--- src/rtl/fp_clip_sequencer.sv ---
// fp_clip_sequencer
// Hard-clip stage for IEEE-754 single-precision audio samples. For each
// accepted sample S it drives an external multi-cycle compare unit: first
// S against +|T|, then, if that did not clip, S against -|T|. The result
// is S, +|T| or -|T|, presented on a valid/ready output.
//
// Ports
//   clock, reset_n             system clock, asynchronous active-low reset
//   in_valid/in_ready/in_data  sample input stream
//   thr                        clip threshold; only its magnitude is used
//   out_valid/out_ready        result stream handshake
//   out_data/out_clipped       clipped sample, and whether it was replaced
//   cmp_clk_en                 compare-unit enable, high for a whole compare
//   cmp_dataa/cmp_datab        compare operands
//   cmp_result/cmp_done        compare flags {alb, agb, aeb} and their strobe
//   error                      sticky flag: a compare was abandoned
module fp_clip_sequencer #(
    parameter int TIMEOUT = 15
) (
    input  logic        clock,
    input  logic        reset_n,
    input  logic        in_valid,
    output logic        in_ready,
    input  logic [31:0] in_data,
    input  logic [31:0] thr,
    output logic        out_valid,
    input  logic        out_ready,
    output logic [31:0] out_data,
    output logic        out_clipped,
    output logic        cmp_clk_en,
    output logic [31:0] cmp_dataa,
    output logic [31:0] cmp_datab,
    input  logic [31:0] cmp_result,
    input  logic        cmp_done,
    output logic        error
);
    // state  | meaning
    // IDLE   | waiting for a sample, in_ready high
    // CMP_HI | compare S against +|T|
    // GAP    | one cycle with cmp_clk_en low so the compare unit re-arms
    // CMP_LO | compare S against -|T|
    // OUT    | result held on out_data until out_ready
    typedef enum logic [2:0] {
        IDLE   = 3'd0,
        CMP_HI = 3'd1,
        GAP    = 3'd2,
        CMP_LO = 3'd3,
        OUT    = 3'd4
    } state_t;

    localparam int CW = (TIMEOUT > 1) ? $clog2(TIMEOUT) : 1;
    // The counter holds the number of compare cycles already spent without
    // cmp_done; the compare is abandoned at the end of cycle TIMEOUT.
    localparam logic [CW-1:0] CNT_LAST = CW'(TIMEOUT - 1);

    state_t        state_q, state_nxt;
    logic [CW-1:0] cnt_q, cnt_nxt;
    logic [31:0]   s_q, s_nxt;
    logic [31:0]   p_q, p_nxt;
    logic [31:0]   n_q, n_nxt;
    logic [31:0]   od_nxt;
    logic          oc_nxt;
    logic          err_nxt;
    logic          cmp_active;
    logic          cmp_timeout;

    assign cmp_active  = (state_q == CMP_HI) || (state_q == CMP_LO);
    // cmp_done in the last allowed cycle wins over the timeout.
    assign cmp_timeout = cmp_active && !cmp_done && (cnt_q == CNT_LAST);

    assign in_ready   = (state_q == IDLE);
    assign out_valid  = (state_q == OUT);
    assign cmp_clk_en = cmp_active;
    assign cmp_dataa  = cmp_active ? s_q : 32'h0;
    assign cmp_datab  = (state_q == CMP_HI) ? p_q :
                        (state_q == CMP_LO) ? n_q : 32'h0;

    always_ff @(posedge clock or negedge reset_n) begin
        if (!reset_n) begin
            state_q     <= IDLE;
            cnt_q       <= '0;
            s_q         <= 32'h0;
            p_q         <= 32'h0;
            n_q         <= 32'h0;
            out_data    <= 32'h0;
            out_clipped <= 1'b0;
            error       <= 1'b0;
        end else begin
            state_q     <= state_nxt;
            cnt_q       <= cnt_nxt;
            s_q         <= s_nxt;
            p_q         <= p_nxt;
            n_q         <= n_nxt;
            out_data    <= od_nxt;
            out_clipped <= oc_nxt;
            error       <= err_nxt;
        end
    end

    always_comb begin
        state_nxt = state_q;
        cnt_nxt   = cnt_q;
        s_nxt     = s_q;
        p_nxt     = p_q;
        n_nxt     = n_q;
        od_nxt    = out_data;
        oc_nxt    = out_clipped;
        err_nxt   = error;

        unique case (state_q)
            IDLE: begin
                if (in_valid) begin
                    s_nxt     = in_data;
                    p_nxt     = {1'b0, thr[30:0]};
                    n_nxt     = {1'b1, thr[30:0]};
                    cnt_nxt   = '0;
                    state_nxt = CMP_HI;
                end
            end
            CMP_HI: begin
                if (cmp_done) begin
                    cnt_nxt = '0;
                    if (cmp_result[1]) begin
                        od_nxt    = p_q;
                        oc_nxt    = 1'b1;
                        state_nxt = OUT;
                    end else begin
                        state_nxt = GAP;
                    end
                end else if (cmp_timeout) begin
                    err_nxt   = 1'b1;
                    od_nxt    = s_q;
                    oc_nxt    = 1'b0;
                    state_nxt = OUT;
                end else begin
                    cnt_nxt = cnt_q + CW'(1);
                end
            end
            GAP: begin
                cnt_nxt   = '0;
                state_nxt = CMP_LO;
            end
            CMP_LO: begin
                if (cmp_done) begin
                    if (cmp_result[2]) begin
                        od_nxt = n_q;
                        oc_nxt = 1'b1;
                    end else begin
                        od_nxt = s_q;
                        oc_nxt = 1'b0;
                    end
                    state_nxt = OUT;
                end else if (cmp_timeout) begin
                    err_nxt   = 1'b1;
                    od_nxt    = s_q;
                    oc_nxt    = 1'b0;
                    state_nxt = OUT;
                end else begin
                    cnt_nxt = cnt_q + CW'(1);
                end
            end
            OUT: begin
                if (out_ready) state_nxt = IDLE;
            end
            default: state_nxt = IDLE;
        endcase
    end
endmodule

--- config.mk ---
export PLATFORM = sky130hd
export DESIGN_NAME = fp_clip_sequencer
export DESIGN_NICKNAME = d
export VERILOG_FILES = /design/src/rtl/fp_clip_sequencer.sv
export SDC_FILE = /design/constraint.sdc
export NUM_CORES = 1
export LEC_CHECK = 0
export BUFFER_PORTS_ARGS = -buffer_cell sky130_fd_sc_hd__buf_2
export CORE_MARGIN = 8
export CORE_UTILIZATION = 52
export DETAILED_ROUTE_END_ITERATION = 8
export GPL_ROUTABILITY_DRIVEN = 0
export PLACE_DENSITY = 0.86
export SYNTH_ARGS = -nofsm -noshare
export SYNTH_HDL_FRONTEND = slang
export SYNTH_SLANG_ARGS = --single-unit
--- constraint.sdc ---
create_clock -name clock -period 3.4 [get_ports clock]
set_input_delay 0.17 -clock clock [delete_from_list [all_inputs] [get_ports clock]]
set_output_delay 0.17 -clock clock [all_outputs]
set_load 0.1 [all_outputs]
## Yosys cells after proc, flatten, opt, wreduce, memory -nomap -nowiden

Index checks and enable logic that the tools add are counted.

- Flip-flop bits (word level): 136
- Input port bits: 101

- Add/sub/neg operators: 1
- Muxes and demuxes: 27
- Reduce and logical (&&, ||, !) cells: 13
- Equal/unequal tests: 9
- Bitwise logic cells: 1

Operators with widths:

| cell | count |
|---|---|
| 2-to-1 mux 32 bit | 8 |
| one-hot mux 32 bit (2 select lines) | 1 |
| 2-to-1 mux 3 bit | 6 |
| 2-to-1 mux 4 bit | 4 |
| one-hot mux 4 bit (4 select lines) | 1 |
| one-hot mux 3 bit (5 select lines) | 1 |
| equality test 3 x 2 -> 1 bit, second input constant | 2 |
| AND reduction 2 bit | 3 |
| AND reduction 3 bit | 2 |
| 2-to-1 mux 1 bit | 5 |
| adder 4 x 1 -> 4 bit, second input constant | 1 |
| equality test 4 bit, second input constant | 1 |
| != test 2 bit, second input constant | 2 |
| nonzero test 4 bit | 1 |
| equality test 3 x 1 -> 1 bit, second input constant | 1 |
| equality test 3 bit, second input constant | 1 |
| logical NOT 3 bit | 1 |
| != test 3 bit, second input constant | 1 |
| logical AND 1 bit | 2 |
| != test 2 x 1 -> 1 bit, second input constant | 1 |
| one-hot mux 1 bit (2 select lines) | 1 |
| nonzero test 2 bit | 1 |
| OR reduction 2 bit | 1 |
| logical NOT 1 bit | 1 |
| 2 further kinds | 2 |

## Depth between registers and ports, before layout

Gate-level depths: netlist of run 1.

- Word-level depth: 7
- Depth in mapped cells: 7
- Gate-level depth less buffers: 5

## Least setup slack after synthesis of run 1

Ideal clock, no wire load.

- Kind: register to output
- Start: register state_q[2]
- End: output cmp_datab[10]
- Arrival: 2604 ps
- Data required time: 3230 ps
- Cell stages (with the launch flop): 6
- Path slack: 626 ps
- Cell sequence: dfrtp_1 -> buf_4 -> nand2b_4 -> inv_2 -> clkbuf_1 -> and2_1

- Cells in the longest elaborated chain, start to end: 3

RTL lines:

| what | line | text |
|---|---|---|
| start: declaration | 56 | `state_t state_q, state_nxt;` |
| start signal: assignment | 89 | `state_q <= state_nxt;` |
| equality test 3 x 2 -> 1 bit | 76 | `(state_q == CMP_LO) ? n_q : 32'h0;` |
| 2-to-1 mux 32 bit | 76 |  |
| 2-to-1 mux 32 bit * | 75 | `assign cmp_datab = (state_q == CMP_HI) ? p_q :` |
| end: declaration | 32 | `output logic [31:0] cmp_datab,` |

Mark *: on every way between the ends. The rest lies on a longest branch, timed or not.

## Final worst setup path of run 1

- Start: register state_q[0]
- End: output cmp_datab[31]

The elaborated chain is that of the path after synthesis.

==> results of run 1 <==
final cells by class:
type	instances	share of cell area [%]
Multi-Input combinational cell	253	30.8
Timing Repair Buffer	181	16.1
Clock buffer	10	2.28
Sequential cell	105	43.6
Inverter	52	3.24
Tap cell	111	2.30
Clock inverter	6	1.64
state kept, by name, summed over array words and instances, names as in the netlist:
register     count
out_clipped      1
state_q          3
s_q             32
n_q             32
cnt_q            4
error            1
out_data        32
per-stage QoR:
step	worst slack, ps	util, %	hold WS (ps)	instances	area [um2]
floorplan	626	-	-126	447	4920
global placement	1130	62.5	208	698	5750
detailed placement	1030	62.5	219	698	5750
CTS	764	65.4	2.53	717	6020
global route	613	65.5	0.117	718	6030
finish	768	65.5	20.8	718	6030
metal layers:
metal	part of all wire [%]	vias up
li1	-	1873
met1	41	2000
met2	50	159
met3	7.8	13
met4	1.4	0
met5	0	-
cells in the final DEF, fill, tap and decap left out, types with 10 or more instances in the layout:
| master | n |
|---|---|
| nand3_1 | 17 |
| mux2_2 | 45 |
| dfrtp_1 | 105 |
| nor2_1 | 47 |
| inv_1 | 51 |
| a221oi_1 | 22 |
| and2_1 | 18 |
| a31oi_1 | 24 |
| buf_2 | 169 |
| clkbuf_8 | 10 |
| o21ai_0 | 16 |
timing repair:
action	in CTS	in global routing
endpoints found under the setup margin	0	0
buffers inserted	0	0
hold buffers	3	1
hold endpoints to repair	47	1
logic make-up after synthesis:
kind of cell               after synthesis
DFF                                    105
and+or+nand+nor                        103
AOI/OAI and AO/OA                       96
buffers and inverters                   89
muxes                                   52
adders and majority gates                2
final timing paths:
| check | from | to | slack [ps] | depth (start not counted) |
|---|---|---|---|---|
| max | state_q[0]$_DFFE_PN0P_ | cmp_datab[31] | 770 | 5 |
| min | in_data[6] | s_q[6]$_DFFE_PN0P_ | 20 | 2 |
| max reg2reg | state_q[0]$_DFFE_PN0P_ | n_q[30]$_DFFE_PN0P_ | 1020 | 4 |
| min reg2reg | error$_DFFE_PN0P_ | error$_DFFE_PN0P_ | 470 | 1 |
| max in group asynchronous | reset_n | n_q[30]$_DFFE_PN0P_ | 2320 | 3 |
| min in group asynchronous | reset_n | cnt_q[0]$_DFFE_PN0P_ | 350 | 2 |
==> results_dict.tcl, run 1 <==
set metrics [dict create \
    status "complete, no violations" \
    postRouteWirelength_mm 13.4 \
    avgSynthCellArea_um2 11.0 \
    dieArea_um2 12800 \
    slew_viol_final 0 \
    fin_crit_sh_pct 77.4 \
    h-tree-depth 3 \
    critical_path.slowest_cell "dfrtp_1" \
    boundaryPins 202 \
    track_usage_pct 21.0 \
    critPathKind "reg2out" \
    cts-root-buf "clkbuf_8" \
    netlist_top_cells_area "dfrtp_1 (53%), mux2_2 (10%), a221oi_1 (3.9%)" \
    hold_viol_final 0 \
    fp-row-count 35 \
    clock-sinks 105 \
    synth_top_family_by_area "compound AO/OA/AOI/OAI gates" \
    setup_tns_ps 0 \
    syn_area_um2 4920 \
    seq_area_um2 2630 \
    end_kind "output pin" \
    viasPerCell 5.63 \
    synthSimpleGateAreaFrac_pct 10.7 \
    worstPathCellList "nand2b_4 -> inv_2 -> buf_4 -> and3_1 -> buf_2" \
    finClkSkew_ps 9.34 \
    cts_buffer_depth 2 \
    yosys_warnings 0 \
    max-slew-margin-rel_pct 30.4 \
    yosysSeqAreaShare_pct 53.4 \
    worstSkewPairLatency_ps 360 \
    yosysMostFrequentCell "dfrtp_1" \
    grt_first_pass_wirelength_mm 21.8 \
    hpwl_mm 9.64 \
    initial_core_util_pct 53.5 \
    grt-busiest-layer "met2" \
    synth.cells.most_frequent "dfrtp_1 (105), inv_1 (51), nor2_1 (47)" \
    muxShareOfSynthArea_pct 11.9 \
    crit_path_max_incr_delay_ps 630 \
    dr_total_vias 4045 \
    grt.met1_usage_pct 24.7 \
    diodes 0 \
    core_region_area_um2 9200 \
    clkTransAtPathRegs_ps 110 \
    drc 0 \
    yosys.cell_types.count 43 \
    max_freq_ghz 0.380 \
    critPathLaunchType "register" \
    die_y_um 113 \
    firstDrtPassIters 4 \
    ys_async_sr_fraction_pct 100 \
    grt_max_degree 61 \
    die_w_um 113 \
    synth_largest_area_cell "dfrtp_1" \
    num-fill-cells 765 \
    cts_resized 0 \
    crit_buf_inv 3 \
    cp_top_family "buffers and inverters" \
    syn2layout_area_growth_pct 22.4 \
    drtAntennaViolNets 0 \
    synth_nets 550 \
    ys_seq_elements 105 \
    cp.required_ps 3230 \
    synthFlopType "dfrtp_1" \
    synthXorXnorAreaFrac_pct 0 \
    maxCapViolCount 0 \
    setup_violations 0 \
    synth_adder_area_share_pct 0.508 \
    crit_arrival_ps 2460 \
    wl_per_cell_um 18.7 \
    met2_usage_pct 36.0 \
    worst_slew_pin_slew_ps 1040 \
    grt_setup_unrepaired "false" \
    synth_top_area_share_pct 53.4 \
    cts_tree "built" \
    first_global_vias 4338 \
    nNetsFinal 705 \
    worst-path-max-fanout 45 \
    synthCells 447 \
    multi_input_area_um2 1860 \
    met3_usage_pct 5.54 \
    drive_gt1_share_pct 40.7 \
    period_needed_ps 2630 \
    grt_overflow_total 0 \
    synth-compound-area-share_pct 14.5 \
    worstHoldPathType "in2reg" \
    antenna_found_initial 0 \
    synth_edf_count 0 \
    drtIter0Drc 252 \
    portBuffers 170 \
    cts-buffers-inserted 9 \
]
Power of run 1 is not shown: default switching activity piles up to over one toggle a cycle in this logic, so the estimate is an artifact.
==> inputs of run 2 (changes only) <==
ABC_AREA = 1   (was not set)
CORE_UTILIZATION = 49   (was 52)
PLACE_DENSITY = 0.82   (was 0.86)
clock period = 2.75 ns   (was 3.4 ns; I/O delays follow)
==> run 2 against run 1 <==
- the run now ends with negative hold slack left
- sequential share of layout area decreased by 0.76 points
- first-iteration DRC count increased by 33%
- core utilization decreased by 2.8 points
- critical endpoint is now cmp_datab[24]
==> results_dict.tcl, run 2 <==
set metrics [dict create \
    yosys.cell_types.count 25 \
    viasPerCell 4.89 \
    worst_slew_pin_slew_ps 1070 \
    ys_seq_elements 105 \
    max_freq_ghz 0.441 \
    num-fill-cells 849 \
    syn2layout_area_growth_pct 23.9 \
    cp_top_family "buffers and inverters" \
    slew_viol_final 0 \
    clkTransAtPathRegs_ps 90 \
    layout_commonest_cell "buf_2" \
    synth_largest_area_cell "dfrtp_1" \
    grt_max_degree 86 \
    clock-sinks 105 \
    postRouteWirelength_mm 13.4 \
    core_region_area_um2 9770 \
    setup_violations 0 \
    synth.cells.most_frequent "nor2_1 (160), dfrtp_1 (105), inv_1 (96)" \
    r2r_slack_ps 760 \
    synth_nets 738 \
    worstPathCellList "inv_2 -> nand2_2 -> buf_4 -> nor2_1 -> buf_2" \
    fin_crit_sh_pct 82.5 \
    hold_viol_final 44 \
    die_y_um 117 \
    die_w_um 117 \
    antenna_found_initial 0 \
    yosysMostFrequentCell "nor2_1" \
    synth_edf_count 0 \
    critPathKind "reg2out" \
    first_global_vias 4639 \
    worstHoldPathType "in2async" \
    grt_first_pass_wirelength_mm 21.9 \
    boundaryPins 202 \
    r2r_end "out_data[8]$_DFFE_PN0P_" \
    violations "negative hold slack" \
    end_kind "output pin" \
    cts-root-buf "clkbuf_8" \
    diodes 0 \
    drc 0 \
    cts-buffers-inserted 9 \
    cts_tree "built" \
    crit_arrival_ps 2130 \
    drtAntennaViolNets 0 \
    worstSkewPairLatency_ps 360 \
    r2r-start "state_q[2]$_DFFE_PN0P_" \
    drtIter0Drc 336 \
    maxCapViolCount 0 \
    grt_overflow_total 0 \
    portBuffers 170 \
    ys_async_sr_fraction_pct 100 \
    grt_setup_unrepaired "false" \
    cp.required_ps 2610 \
    cp-startpoint "state_q[2]$_DFFE_PN0P_" \
    synth_top_area_share_pct 53.1 \
    grt-busiest-layer "met2" \
    crit_path_max_incr_delay_ps 470 \
    cts_buffer_depth 2 \
    critical_path.slowest_cell "dfrtp_1" \
    reg2regPathDepth 7 \
    worst-path-max-fanout 22 \
    finalHoldWorstSlack_ps -39.2 \
    h-tree-depth 3 \
    max-slew-margin-rel_pct 28.9 \
    met3_usage_pct 3.46 \
    dieArea_um2 13600 \
    final_cell_mix "buf_2 (169), nor2_1 (160), dfrtp_1 (105)" \
    synthFlopType "dfrtp_1" \
    avgSynthCellArea_um2 7.80 \
    cts_setup_buffers 0 \
    period_needed_ps 2270 \
    grt.met1_usage_pct 24.4 \
    finClkSkew_ps 9.53 \
    status "complete, but fails checks" \
    critPathLaunchType "register" \
    drive_gt1_share_pct 26.1 \
    setup_tns_ps 0 \
    crit_buf_inv 3 \
    synthCells 635 \
    netlist_top_cells_area "dfrtp_1 (53%), nor2_1 (12%), a21oi_1 (8.6%)" \
    wl_per_cell_um 14.5 \
    fp-row-count 36 \
    hpwl_mm 9.81 \
    initial_core_util_pct 50.7 \
    track_usage_pct 20.2 \
    nNetsFinal 895 \
    reg_top3 "n_q (32), out_data (32), s_q (32)" \
    firstDrtPassIters 4 \
    dr_total_vias 4542 \
    syn_area_um2 4950 \
    met2_usage_pct 34.5 \
    yosys_warnings 0 \
    yosysSeqAreaShare_pct 53.1 \
]
[run 2: cell types whose count changed after synthesis, moves of 24 or more]
cell     previous run  this run
a31oi_1            24         0
nand3_1            17        46
nor2_1             47       160
mux2_2             45         0
nand2_1             5        79
a21oi_1             4        85
inv_1              51        96
[run 2: area by class of cell]
type	count	area, um2	share of cell area (%)
clock buffer	10	138	2.24
clock inverter	5	128	2.08
inverter	100	375	6.12
multi-input combinational	396	1760	28.6
sequential	105	2630	42.8
tap	133	166	2.71
timing repair buffer	180	943	15.4
[run 2: stage by stage]
step	util [%]	area [um2]	std cells	setup slack, ps
after global routing	62.7	6130	929	376
after detailed placement	59.9	5860	913	794
after CTS	62.7	6130	929	449
final	62.7	6130	929	482
after global placement	59.9	5860	913	848
after floorplan	-	4950	635	510
[run 2: cells by family (layout without fill, tap and decap cells)]
kind of cell | after synthesis | after routing | share of synthesized area [%]
AO/OA/AOI/OAI | 97 | 97 | 10.0
buffers and inverters | 134 | 295 | 11.8
adder cells (fa/ha/maj) | 2 | 2 | 0.505
AND/OR/NAND/NOR | 295 | 295 | 24.3
flip-flops | 105 | 105 | 53.1
XOR/XNOR | 2 | 2 | 0.354
[run 2: worst max-delay path by stage]
stage	end	slack, ps	cells past startpoint
3_5_place_dp	out_data[25]$_DFFE_PN0P_	790	6
4_1_cts	cmp_dataa[2]	450	5
3_3_place_gp	out_data[31]$_DFFE_PN0P_	850	6
6_report	cmp_datab[24]	480	5
2_1_floorplan	cmp_dataa[10]	510	4
5_1_grt	cmp_dataa[2]	380	5
[run 2: repair_timing]
item                      4_1_cts  5_1_grt
hold buffers                    1        0
hold endpoints to repair        1        0
gates resized for setup         0        0
[run 2: per-layer routing]
metal	part of all wire (%)	vias up
li1	-	2252
met1	42	2088
met2	49	177
met3	6.9	25
met4	2.5	0
met5	0	-
Power of run 2 is left out for the same reason.
